## src/rtl/approx_mult_error_profiler.sv

```systemverilog
// Exhaustive error profiler for an unsigned approximate multiplier: sweeps every
// operand pair, compares z_in with the exact product and accumulates error metrics.
module approx_mult_error_profiler #(
    parameter int W = 8
) (
    input  logic             clk,
    input  logic             rst,
    input  logic             start,
    input  logic             abort,
    output logic [W-1:0]     x_out,
    output logic [W-1:0]     y_out,
    input  logic [2*W-1:0]   z_in,
    output logic             busy,
    output logic             done,
    output logic             result_valid,
    output logic [2*W:0]     err_count,
    output logic [4*W-1:0]   sum_abs_err,
    output logic [2*W-1:0]   max_abs_err,
    output logic [W-1:0]     worst_x,
    output logic [W-1:0]     worst_y
);

    typedef enum logic [1:0] {IDLE, SWEEP, DRAIN, DONE} state_t;

    state_t state, state_nxt;
    logic   start_act, abort_act, done_nxt, last_pair, acc_en;

    logic             vld_p1;
    logic [W-1:0]     x_p1, y_p1;
    logic [2*W-1:0]   z_p1, exact_p1, abs_p1;

    function automatic logic [2*W-1:0] abs_diff(input logic [2*W-1:0] a,
                                                input logic [2*W-1:0] b);
        logic signed [2*W:0] d;
        logic signed [2*W:0] neg;
        d   = $signed({1'b0, a}) - $signed({1'b0, b});
        neg = -d;
        return d[2*W] ? neg[2*W-1:0] : d[2*W-1:0];
    endfunction

    assign last_pair = (x_out == {W{1'b1}}) && (y_out == {W{1'b1}});
    assign busy      = (state == SWEEP) || (state == DRAIN);
    assign acc_en    = vld_p1 && !abort_act;

    always_ff @(posedge clk or posedge rst) begin
        if (rst) begin
            state <= IDLE;
        end else begin
            state <= state_nxt;
        end
    end

    always_comb begin
        state_nxt = state;
        start_act = 1'b0;
        abort_act = 1'b0;
        done_nxt  = 1'b0;
        case (state)
            IDLE, DONE: begin
                if (start) begin
                    state_nxt = SWEEP;
                    start_act = 1'b1;
                end
            end
            SWEEP: begin
                if (abort) begin
                    state_nxt = IDLE;
                    abort_act = 1'b1;
                end else if (last_pair) begin
                    state_nxt = DRAIN;
                end
            end
            DRAIN: begin
                if (abort) begin
                    state_nxt = IDLE;
                    abort_act = 1'b1;
                end else begin
                    state_nxt = DONE;
                    done_nxt  = 1'b1;
                end
            end
            default: state_nxt = IDLE;
        endcase
    end

    // Operand generator: {x,y} as one counter gives y inner, x outer; holds at the last pair
    always_ff @(posedge clk or posedge rst) begin
        if (rst) begin
            x_out        <= '0;
            y_out        <= '0;
            vld_p1       <= 1'b0;
            done         <= 1'b0;
            result_valid <= 1'b0;
        end else begin
            done   <= done_nxt;
            vld_p1 <= (state == SWEEP) && !abort;
            if (start_act) begin
                x_out        <= '0;
                y_out        <= '0;
                result_valid <= 1'b0;
            end else begin
                if ((state == SWEEP) && !abort && !last_pair) begin
                    {x_out, y_out} <= {x_out, y_out} + 1'b1;
                end
                if (done_nxt) begin
                    result_valid <= 1'b1;
                end
            end
        end
    end

    // Stage 1: capture the presented pair and its approximate product
    always_ff @(posedge clk) begin
        x_p1 <= x_out;
        y_p1 <= y_out;
        z_p1 <= z_in;
    end

    assign exact_p1 = {{W{1'b0}}, x_p1} * {{W{1'b0}}, y_p1};
    assign abs_p1   = abs_diff(z_p1, exact_p1);

    // Stage 2: accumulate; strict compare keeps the earliest pair on ties
    always_ff @(posedge clk or posedge rst) begin
        if (rst) begin
            err_count   <= '0;
            sum_abs_err <= '0;
            max_abs_err <= '0;
            worst_x     <= '0;
            worst_y     <= '0;
        end else if (start_act) begin
            err_count   <= '0;
            sum_abs_err <= '0;
            max_abs_err <= '0;
            worst_x     <= '0;
            worst_y     <= '0;
        end else if (acc_en) begin
            err_count   <= err_count + {{(2*W){1'b0}}, (abs_p1 != '0)};
            sum_abs_err <= sum_abs_err + {{(2*W){1'b0}}, abs_p1};
            if (abs_p1 > max_abs_err) begin
                max_abs_err <= abs_p1;
                worst_x     <= x_p1;
                worst_y     <= y_p1;
            end
        end
    end

endmodule

```

## config.mk

```make
export PLATFORM = sky130hd
export DESIGN_NAME = approx_mult_error_profiler
export DESIGN_NICKNAME = d
export VERILOG_FILES = /design/src/rtl/approx_mult_error_profiler.sv
export SDC_FILE = /design/constraint.sdc
export NUM_CORES = 1
export LEC_CHECK = 0
export BUFFER_PORTS_ARGS = -buffer_cell sky130_fd_sc_hd__buf_2
export CORE_ASPECT_RATIO = 0.5
export CORE_MARGIN = 1
export CORE_UTILIZATION = 28
export DETAILED_ROUTE_END_ITERATION = 10
export PLACE_DENSITY = 0.42
export SETUP_SLACK_MARGIN = 0.2
export SLEW_MARGIN = 25
export SYNTH_ARGS = -nofsm -noshare
export SYNTH_HDL_FRONTEND = slang
export SYNTH_SLANG_ARGS = --single-unit
```

## constraint.sdc

```tcl
create_clock -name clk -period 11.8 [get_ports clk]
set_clock_uncertainty 0.05 [all_clocks]
set_input_delay 2.36 -clock clk [delete_from_list [all_inputs] [get_ports clk]]
set_output_delay 2.36 -clock clk [all_outputs]
set_load 0.05 [all_outputs]
```

==> out/metrics.yaml <==
grt:
  grtUsageMet1_pct: 22.28
  grt.met3_usage_pct: 3.201
  grt_usage_pct: 15.95
  use_met2_pct: 24.85
  antenna_found_initial: 0
  grt_first_pass_wirelength_um: 43650
  grt_max_degree: 71
  gr-total-overflow: 0
  grt.busiest_layer: "met2"
  grt_pass1_vias: 7785
clock_tree:
  cts.path.max_buffers: 2
  cts_resized: 0
  htree_levels: 4
  insertion_delay_ps: 440
  cts_inserted_buffers: 17
  postCtsHoldBufs: 0
  cts_tree: "done"
  clock-sinks: 134
  root_buffer: "clkbuf_16"
  cts_setup_buffers: 0
  clk_pin_slew_ps: 60
critical_path:
  worstReg2RegEnd: "sum_abs_err[22]"
  cp.required_ps: 12110
  reg2reg_slack_ps: 3140
  r2r_cells: 27
  critPathLaunchType: "flip-flop"
  end_kind: "flip-flop"
  crit_type: "flip-flop to flip-flop"
  cp.arrival_ps: 8960
  crit_fanout: 21
  timing.rr.start: "y_p1[6]"
floorplanning:
  die_area_um2: 35100
  io_pins: 120
  num_rows: 47
  die_height_um: 133.0
  initial_core_util_pct: 28.76
  core-area_um2: 33400
  die_w_um: 264.0
min_path:
  hp-class: "flip-flop to flip-flop"
  whs_endpoint: "x_p1[4]"
  hold_depth: 0
  hp-start: "x_out[4]"
drt:
  drtAntennaViolNets: 0
  num_vias: 7662
  route.final.wire_length_um: 26700
  avgRoutedWirePerCell_um: 16.38
  viasPerCell: 4.701
  drtIter0Drc: 295
  drc_errors: 0
  firstDrtPassIters: 5
logic_synthesis:
  synth_fp_nets: 1216
  seq_area_frac_synth_pct: 33.23
  syn_area_per_cell_um2: 9.005
  yosys_register_bits: 134
  yosysWarnings: 0
  synthArstFlopShare_pct: 76.12
  synth_cell_types: 60
  synthFlopType: "dfrtp_1"
  syn_inst: 1067
  syn_area_um2: 9608
  synth_edf_count: 0
timing:
  fin_crit_sh_pct: 73.35
  slew_violations: 0
  setup_viol: 0
  fmax_ghz: 0.1155
  max_slew_margin_pct: 42.75
  fin_crit_ps: 8655
  worstMarginPinSlew_ps: 858.7
  tns_ps: 0
  finalHoldViolations: 0
  rsz0062_at_grt: "false"
placed_design:
  place_congestion: 0.8292
  placed_cells: 1598
  port_buffers: 119
  place_hpwl_um: 20020
pwr:
  ir_worst_vdd_mv: 0.09308
  total_power_mw: 2.006
  p_leak_nw: 5.435
  p_per_area_nw_per_um2: 177.4
flow_run:
  cap_violations: 0
layout:
  instances_no_fill: 1630
  fill_cells: 3520
  area_growth_pct: 17.68
  drive_above_1_share_pct: 14.55
  diodes: 0
  nets: 1325
run_status:
  status: "finished clean"
## per-stage QoR
step	hold slack [ps]	utilization, %	setup slack (ps)	area [um2]
after floorplan	419.0	-	4097	9608
after global placement	377.7	31.99	3125	10680
after detailed placement	373.3	31.99	3135	10680
after CTS	388.3	33.85	3115	11310
after global routing	409.5	33.85	2477	11310
final	384.8	33.85	3145	11310
## flip-flops by register name (all words and copies together) (netlist names)
signal and cells:
err_count 17, y_out 8, sum_abs_err 32, state 2
result_valid 1, worst_x 8, x_out 8, x_p1 8
y_p1 8, z_p1 16, done 1, worst_y 8
max_abs_err 16, vld_p1 1
## report_power, final
group	leakage (nW)	switching (mW)	internal, mW
logic	3.48	0.581	0.256
registers	1.66	0.0670	0.521
clock network	0.299	0.222	0.358
total	5.43	0.871	1.14
## cell usage after synthesis (all sizes together), types with 8 or more instances
library cell  instances  area [um2]
a21oi                52       260.3
dfrtp               102        2552
fa                   50        1001
dfxtp                32       640.6
inv                 131       491.7
nand3                29       145.1
mux2i                36       360.4
o21ai                37       188.9
nand4                14       87.58
xor2                 30       262.8
ha                   79       988.5
nand2                98       367.9
nor2                101       379.1
and3                 24       150.1
xnor2                34       297.8
o21a                 10       75.07
nor3                 13       65.06
a21o                 11       82.58
or2                   9       56.30
or4                   9       71.32
clkbuf               30       112.6
and2                 41       256.5
nor2b                 8       50.05
o31ai                10       75.07
or3                  15       93.84
## metal layers
layer  share of wire (%)  wire [um]  vias up
met4                 1.5        396        0
met2                  45      12150      102
met1                  50      13470     3760
met5                   0          0        -
met3                 2.6        690       21
li1                    -          -     3779
## worst max-delay path by stage
stage            start              end  cells past startpoint
2_1_floorplan  y_p1[6]  sum_abs_err[16]                     33
3_3_place_gp   y_p1[6]  sum_abs_err[22]                     27
3_5_place_dp   y_p1[6]  sum_abs_err[26]                     27
4_1_cts        y_p1[6]  sum_abs_err[22]                     27
5_1_grt        y_p1[6]  sum_abs_err[28]                     27
6_report       y_p1[6]  sum_abs_err[22]                     27
## critical path, cell delays in order, from the launching register on
cell	delay, ps
dfxtp_1	620
and2_1	230
fa_1	450
fa_1	540
inv_1	50
fa_1	520
inv_1	50
fa_1	520
inv_1	50
ha_1	410
a21oi_1	280
nand4_1	160
o21ai_0	250
mux2i_1	200
or2_2	500
o21ai_0	560
inv_1	180
fa_1	440
nor2b_1	150
o21ai_0	120
a21boi_0	330
o211ai_1	130
a21oi_1	240
o2111ai_1	210
and3_1	230
o31a_1	420
or4_1	510
a21oi_1	160
## cell type report
class / count / area [um2] / share of cell area, %
inverters: 131 / 494.2 / 4.371
repair buffers: 124 / 633.1 / 5.599
clock inverters: 13 / 180.2 / 1.593
flip-flops and latches: 134 / 3193 / 28.24
multi-input cells: 768 / 5812 / 51.40
well taps: 441 / 551.8 / 4.880
clock buffers: 19 / 442.9 / 3.917
## cells in the final DEF (no fill, tap or decap), drive strengths merged, types with 14 or more instances in the layout
cell / instances
nand3: 29
nand4: 14
inv: 132
nor2: 101
dfxtp: 32
o21ai: 37
dfrtp: 102
xnor2: 34
buf: 124
xor2: 30
and2: 41
ha: 79
a21oi: 52
or3: 15
clkbuf: 19
mux2i: 36
nand2: 98
and3: 24
fa: 50
## cells by family (layout without fill, tap and decap cells)
| group | after synthesis | after routing | synth area share, % |
|---|---|---|---|
| adders and majority gates | 129 | 129 | 20.71 |
| and+or+nand+nor | 376 | 376 | 19.09 |
| buffers and inverters | 165 | 287 | 6.459 |
| muxes | 36 | 36 | 3.751 |
| xor gates and xnor gates | 64 | 64 | 5.834 |
| DFF | 134 | 134 | 33.23 |
| AOI/OAI and AO/OA | 163 | 163 | 10.93 |
No activity file was read; power rests on OpenSTA's default activity.
